[config.mk]
export PLATFORM = sky130hd
export DESIGN_NAME = linreg_accum_initiator
export DESIGN_NICKNAME = d
export VERILOG_FILES = /design/src/rtl/linreg_accum_initiator.sv
export SDC_FILE = /design/constraint.sdc
export NUM_CORES = 2
export LEC_CHECK = 0
export BUFFER_PORTS_ARGS = -buffer_cell sky130_fd_sc_hd__buf_2
export CAP_MARGIN = 20
export CORE_AREA = 4 4 368 370
export CTS_CLUSTER_DIAMETER = 50
export CTS_CLUSTER_SIZE = 14
export DETAILED_ROUTE_END_ITERATION = 16
export DIE_AREA = 0 0 372 374
export PLACE_DENSITY = 0.5
export SLEW_MARGIN = 0
export SYNTH_ARGS = -nofsm -noshare
export SYNTH_HDL_FRONTEND = slang
export SYNTH_SLANG_ARGS = --single-unit
[constraint.sdc]
create_clock -name clk -period 8.2 [get_ports clk]
set_input_delay 1.23 -clock clk [delete_from_list [all_inputs] [get_ports clk]]
set_output_delay 1.23 -clock clk [all_outputs]
set_load 0.05 [all_outputs]
[src/rtl/linreg_accum_initiator.sv]
//============================================================================
// Module      : linreg_accum_initiator
// Description : Streams signed (x, y) samples into Sx, Sy, Sxx and Sxy
//               accumulators. At batch end it issues a one-cycle request
//               to an XtX inverse responder and waits, with a cycle bound,
//               for the responder's result.
// Revision    : 1.0 - initial release
//============================================================================
`default_nettype none

module linreg_accum_initiator #(
  parameter int DATA_W      = 16,
  parameter int ACC_W       = 32,
  parameter int MAX_SAMPLES = 1024,
  parameter int TIMEOUT_CYC = 4096
) (
  input  logic                         clk,
  input  logic                         reset,
  input  logic                         in_valid,
  input  logic [DATA_W-1:0]            in_x,
  input  logic [DATA_W-1:0]            in_y,
  input  logic                         in_last,
  output logic                         in_ready,
  output logic                         inv_start,
  output logic [ACC_W-1:0]             inv_x,
  output logic [ACC_W-1:0]             inv_y,
  output logic [$clog2(MAX_SAMPLES):0] n_cnt,
  output logic [ACC_W-1:0]             sum_y,
  output logic [ACC_W-1:0]             sum_xy,
  input  logic                         inv_finished,
  input  logic [ACC_W-1:0]             inv_result,
  output logic [ACC_W-1:0]             result,
  output logic                         done,
  output logic                         err_timeout,
  output logic                         err_ovf,
  output logic                         trunc
);

  localparam int CNT_W  = $clog2(MAX_SAMPLES) + 1;
  localparam int WAIT_W = $clog2(TIMEOUT_CYC + 1);
  localparam int PROD_W = 2 * DATA_W;

  typedef enum logic [2:0] {
    IDLE   = 3'd0,
    ACCUM  = 3'd1,
    LAUNCH = 3'd2,
    WAIT   = 3'd3,
    DONE   = 3'd4
  } state_t;

  state_t r_state;
  state_t w_state_nx;

  // Accumulators and status
  logic [ACC_W-1:0]  r_sx;
  logic [ACC_W-1:0]  r_sy;
  logic [ACC_W-1:0]  r_sxx;
  logic [ACC_W-1:0]  r_sxy;
  logic [CNT_W-1:0]  r_n;
  logic [ACC_W-1:0]  r_result;
  logic              r_err_timeout;
  logic              r_err_ovf;
  logic              r_trunc;
  logic [WAIT_W-1:0] r_wait_cnt;

  // Sample terms, widened so the products never lose bits before extension
  logic signed [PROD_W-1:0] w_xs;
  logic signed [PROD_W-1:0] w_ys;
  logic signed [PROD_W-1:0] w_xx;
  logic signed [PROD_W-1:0] w_xy;
  logic        [ACC_W-1:0]  w_x_ext;
  logic        [ACC_W-1:0]  w_y_ext;
  logic        [ACC_W-1:0]  w_xx_ext;
  logic        [ACC_W-1:0]  w_xy_ext;

  logic [ACC_W-1:0] w_sx_sum;
  logic [ACC_W-1:0] w_sy_sum;
  logic [ACC_W-1:0] w_sxx_sum;
  logic [ACC_W-1:0] w_sxy_sum;
  logic             w_ovf_any;

  logic             w_can_accept;
  logic             w_accept;
  logic [CNT_W-1:0] w_n_next;
  logic             w_hit_max;
  logic             w_wait_expired;
  logic             w_timeout;

  // Two's-complement overflow: operands share a sign the sum does not
  function automatic logic add_ovf(input logic [ACC_W-1:0] a,
                                   input logic [ACC_W-1:0] b,
                                   input logic [ACC_W-1:0] s);
    return (a[ACC_W-1] == b[ACC_W-1]) && (s[ACC_W-1] != a[ACC_W-1]);
  endfunction

  assign w_xs     = PROD_W'($signed(in_x));
  assign w_ys     = PROD_W'($signed(in_y));
  assign w_xx     = w_xs * w_xs;
  assign w_xy     = w_xs * w_ys;
  assign w_x_ext  = ACC_W'($signed(in_x));
  assign w_y_ext  = ACC_W'($signed(in_y));
  assign w_xx_ext = ACC_W'(w_xx);
  assign w_xy_ext = ACC_W'(w_xy);

  assign w_sx_sum  = r_sx  + w_x_ext;
  assign w_sy_sum  = r_sy  + w_y_ext;
  assign w_sxx_sum = r_sxx + w_xx_ext;
  assign w_sxy_sum = r_sxy + w_xy_ext;
  assign w_ovf_any = add_ovf(r_sx,  w_x_ext,  w_sx_sum)  |
                     add_ovf(r_sy,  w_y_ext,  w_sy_sum)  |
                     add_ovf(r_sxx, w_xx_ext, w_sxx_sum) |
                     add_ovf(r_sxy, w_xy_ext, w_sxy_sum);

  assign w_can_accept = (r_state == IDLE) || (r_state == ACCUM);
  assign w_accept     = in_valid && w_can_accept;
  // A sample taken in IDLE always starts a fresh batch at count 1
  assign w_n_next     = (r_state == IDLE) ? CNT_W'(1) : (r_n + 1'b1);
  assign w_hit_max    = (w_n_next == CNT_W'(MAX_SAMPLES));

  // WAIT lasts at most TIMEOUT_CYC cycles; a completion on the last one wins
  assign w_wait_expired = (r_wait_cnt == WAIT_W'(TIMEOUT_CYC - 1));
  assign w_timeout      = (r_state == WAIT) && !inv_finished && w_wait_expired;

  // State register
  always_ff @(posedge clk or posedge reset) begin
    if (reset) begin
      r_state <= IDLE;
    end else begin
      r_state <= w_state_nx;
    end
  end

  // Next-state decode and state-derived handshake outputs
  always_comb begin
    w_state_nx = r_state;
    in_ready   = 1'b0;
    inv_start  = 1'b0;
    done       = 1'b0;
    case (r_state)
      IDLE, ACCUM: begin
        in_ready = 1'b1;
        if (in_valid) begin
          w_state_nx = (in_last || w_hit_max) ? LAUNCH : ACCUM;
        end
      end
      LAUNCH: begin
        inv_start  = 1'b1;
        w_state_nx = WAIT;
      end
      WAIT: begin
        if (inv_finished || w_wait_expired) begin
          w_state_nx = DONE;
        end
      end
      DONE: begin
        done       = 1'b1;
        w_state_nx = IDLE;
      end
      default: w_state_nx = IDLE;
    endcase
  end

  // Accumulators, sample count and sticky flags
  always_ff @(posedge clk or posedge reset) begin
    if (reset) begin
      r_sx          <= '0;
      r_sy          <= '0;
      r_sxx         <= '0;
      r_sxy         <= '0;
      r_n           <= '0;
      r_err_timeout <= 1'b0;
      r_err_ovf     <= 1'b0;
      r_trunc       <= 1'b0;
    end else begin
      if (w_accept) begin
        if (r_state == IDLE) begin
          // New batch: previous sums and status are discarded
          r_sx          <= w_x_ext;
          r_sy          <= w_y_ext;
          r_sxx         <= w_xx_ext;
          r_sxy         <= w_xy_ext;
          r_err_timeout <= 1'b0;
          r_err_ovf     <= 1'b0;
          r_trunc       <= w_hit_max && !in_last;
        end else begin
          r_sx  <= w_sx_sum;
          r_sy  <= w_sy_sum;
          r_sxx <= w_sxx_sum;
          r_sxy <= w_sxy_sum;
          if (w_ovf_any) begin
            r_err_ovf <= 1'b1;
          end
          if (w_hit_max && !in_last) begin
            r_trunc <= 1'b1;
          end
        end
        r_n <= w_n_next;
      end
      if (w_timeout) begin
        r_err_timeout <= 1'b1;
      end
    end
  end

  // Wait-cycle counter, held at zero outside WAIT so each entry starts fresh
  always_ff @(posedge clk or posedge reset) begin
    if (reset) begin
      r_wait_cnt <= '0;
    end else if (r_state != WAIT) begin
      r_wait_cnt <= '0;
    end else begin
      r_wait_cnt <= r_wait_cnt + 1'b1;
    end
  end

  // Responder result capture; completions outside WAIT are ignored
  always_ff @(posedge clk or posedge reset) begin
    if (reset) begin
      r_result <= '0;
    end else if ((r_state == WAIT) && inv_finished) begin
      r_result <= inv_result;
    end
  end

  assign inv_x       = r_sxx;
  assign inv_y       = r_sx;
  assign sum_y       = r_sy;
  assign sum_xy      = r_sxy;
  assign n_cnt       = r_n;
  assign result      = r_result;
  assign err_timeout = r_err_timeout;
  assign err_ovf     = r_err_ovf;
  assign trunc       = r_trunc;

endmodule

`default_nettype wire

==> run metrics <==
Area after DPL=39860 sq um; Worst Hold Class=register to register; share of synthesized registers carrying an async set or reset=100.0%; maxcap violations=0; core area=132600 sq um; Min Hold Slack=471.6 ps; largest net degree at the start of global routing=140; cells after synthesis=3761; top cells by area, synth=fa_1 (31%), dfrtp_1 (15%), ha_1 (11%); via density per instance=4.449; CP Class=primary input to register; DP HPWL=83960 microns; startpoint types=primary input; grt met1 use=19.62%; Final Max Slew Viols=0; hold path endpoint=r_wait_cnt[0]; prevailing post-synth register cell=dfrtp_1; drt first pass iters=5; Critical Path Sink Type=register; Seq cells post-synth=190; synth warn=0; area occupied by multi-input gates=26020 sq um; area growth from synthesis to layout=29.30%; antenna violations before repair=9; most common cell in the netlist=inv_1; Slowest-stage cell, CP=fa_1; skew final=19.07 ps; initial drt markers=1279; GRT Util Overall=14.79%; Yosys top cell area share=30.67%; crit path time final=8108 ps; final WL=103400 microns; die height=374 microns; Peak Freq=0.1233 GHz; fill cell count=14040; reg2reg start=sum_y[0]; number of flops mapped to enable cells by yosys=0; RSZ-0062 raised after global routing=yes; antenna-violating nets left=0; Required @ worst endpoint=8590 ps; area leader, netlist=fa_1; Worst-path clk slew=100 ps; first-pass GRT wire length=162200 microns; CP max stage delay=530 ps; Place WS=-1110 ps; CP Max Fanout=7; Clock Sinks=190; PnR worst setup slack=92.36 ps; Num CTS Buffers=17; TritonCTS clock tree=done; Hold Path Depth=1; CP most frequent cell=fa_1; worst-skew pair later-pin latency=520 ps; Nets=5321; Post-synth top cells=inv_1 (666), fa_1 (502), nand2_1 (412), ha_1 (295), nor2_1 (240); Root Driver=clkbuf_16; final setup vio count=0; Hold Fails Final Rpt=0; flop2flop setup slack=4160 ps; CTS H-tree depth=4; average size of a mapped cell=8.713 sq um; met3 Use GR=3.014%; chip width=372 microns; ratio of final minimum period to clock period=98.87%; syn nets=4627; R2R depth=14; DRC viols=0; Synth Cell Area=32770 sq um; busiest grt layer=met2; FF+latch area=4755 sq um; Unique masters post-synth=82; vias in the first global route=29050; GR Overflow Total=0; met2 Track Usage GR=25.02%; Worst Path Arrival=8500 ps; cts hold-fix bufs=0; RePlAce Congestion=0.8425; effective utilization at floorplan=24.71%; num rows=134; relative slew slack=35.00%; IO Count=246; hold path start=r_wait_cnt[0]; Critical R2R Capture=sum_y[28]; clock buffer depth=2; status=completed; fin area=42370 sq um; Slew @ Worst Pin=971.5 ps; vias post-DR=27760; layout cell share with drive strength beyond 1=24.55%; port bufs=245; die area=139100 sq um; Wirelength per Cell=16.57 microns; Seq/Total Area, Yosys=14.51%
layout by cell type (no fill, tap or decap), types with 14 or more instances in the layout:
cell / instances
inv_1: 636
buf_4: 520
fa_1: 488
nand2_1: 398
ha_1: 267
nor2_1: 227
buf_2: 219
a21oi_1: 214
dfrtp_1: 190
o21ai_0: 164
and2_1: 151
xnor2_1: 114
a21o_1: 75
xor2_1: 57
o21ai_1: 39
a31oi_1: 36
nand3_1: 35
mux2_2: 34
nor3_1: 30
nand2b_1: 25
o21a_1: 25
ha_4: 25
buf_12: 25
buf_6: 25
inv_2: 24
clkbuf_16: 22
a211oi_1: 20
and3_1: 20
and2_4: 18
a21oi_2: 17
o21bai_1: 17
nor2b_1: 14
fa_2: 14
sequential cells by signal, summed over array words and instances, names as in the netlist:
signal	flops
r_state	3
err_timeout	1
trunc	1
sum_y	32
inv_y	32
result	32
err_ovf	1
r_wait_cnt	13
n_cnt	11
sum_xy	32
inv_x	32
per-layer routing:
| metal | wire, microns | up-vias | part of all wire (%) |
|---|---|---|---|
| met2 | 49510 | 436 | 48 |
| met3 | 5441 | 61 | 5.3 |
| met5 | 43 | - | 0.042 |
| met1 | 47070 | 13820 | 46 |
| li1 | - | 13450 | - |
| met4 | 1361 | 6 | 1.3 |
cell families (layout without fill, tap and decap cells):
group	Yosys count	after routing	synth area share [%]
adders and majority gates	797	797	41.93
muxes	45	45	1.504
AOI/OAI and AO/OA	725	725	13.64
DFF	190	190	14.51
and+or+nand+nor	1020	1020	14.38
xor gates and xnor gates	180	180	4.834
other	0	5	0
buffers and inverters	804	1511	9.209
worst max-delay path by stage:
stage | startpoint | to | slack [ps]
final | in_x[3] | sum_xy[31] | 90
after global routing | in_y[2] | sum_xy[31] | -120
after CTS | in_x[7] | inv_x[28] | 6
after detailed placement | in_x[10] | err_ovf | -1110
after global placement | in_x[10] | err_ovf | -1100
after floorplan | in_x[7] | sum_xy[31] | -200
per-stage QoR:
stage                     setup TNS (ps)  utilization (%)  std cells
after floorplan                   -199.9                -       3761
after global placement            -14340            30.06       6151
after detailed placement          -14650            30.06       6151
after CTS                              0            30.78       6194
after global routing              -518.0            31.94       6236
final                                  0            31.95       6241
repair_timing:
item / CTS / global route
pin swaps: 28 / 142
resized for setup: 53 / 274
endpoints found under the setup margin: 12 / 21
cloned: 0 / 5
buffers inserted: 11 / 36
worst max-delay path, delay by kind of cell:
| kind | cells | cell delay, ps |
|---|---|---|
| AO/OA/AOI/OAI | 6 | 1300 |
| AND/OR/NAND/NOR | 8 | 1580 |
| adder cells (fa/ha/maj) | 8 | 3550 |
| buffers and inverters | 7 | 630 |
| XOR/XNOR | 1 | 110 |
| multiplexers | 1 | 80 |
layout make-up:
| cell class | instances | area share [%] |
|---|---|---|
| repair buffers | 812 | 14.61 |
| diodes | 5 | 0.02953 |
| flip-flops and latches | 190 | 11.22 |
| multi-input cells | 2767 | 61.41 |
| clock inverters | 15 | 0.5404 |
| well taps | 1768 | 5.221 |
| clock buffers | 17 | 1.004 |
| inverters | 667 | 5.971 |
Power is not shown: default switching activity piles up to over one toggle a cycle in this logic, so the estimate is an artifact.
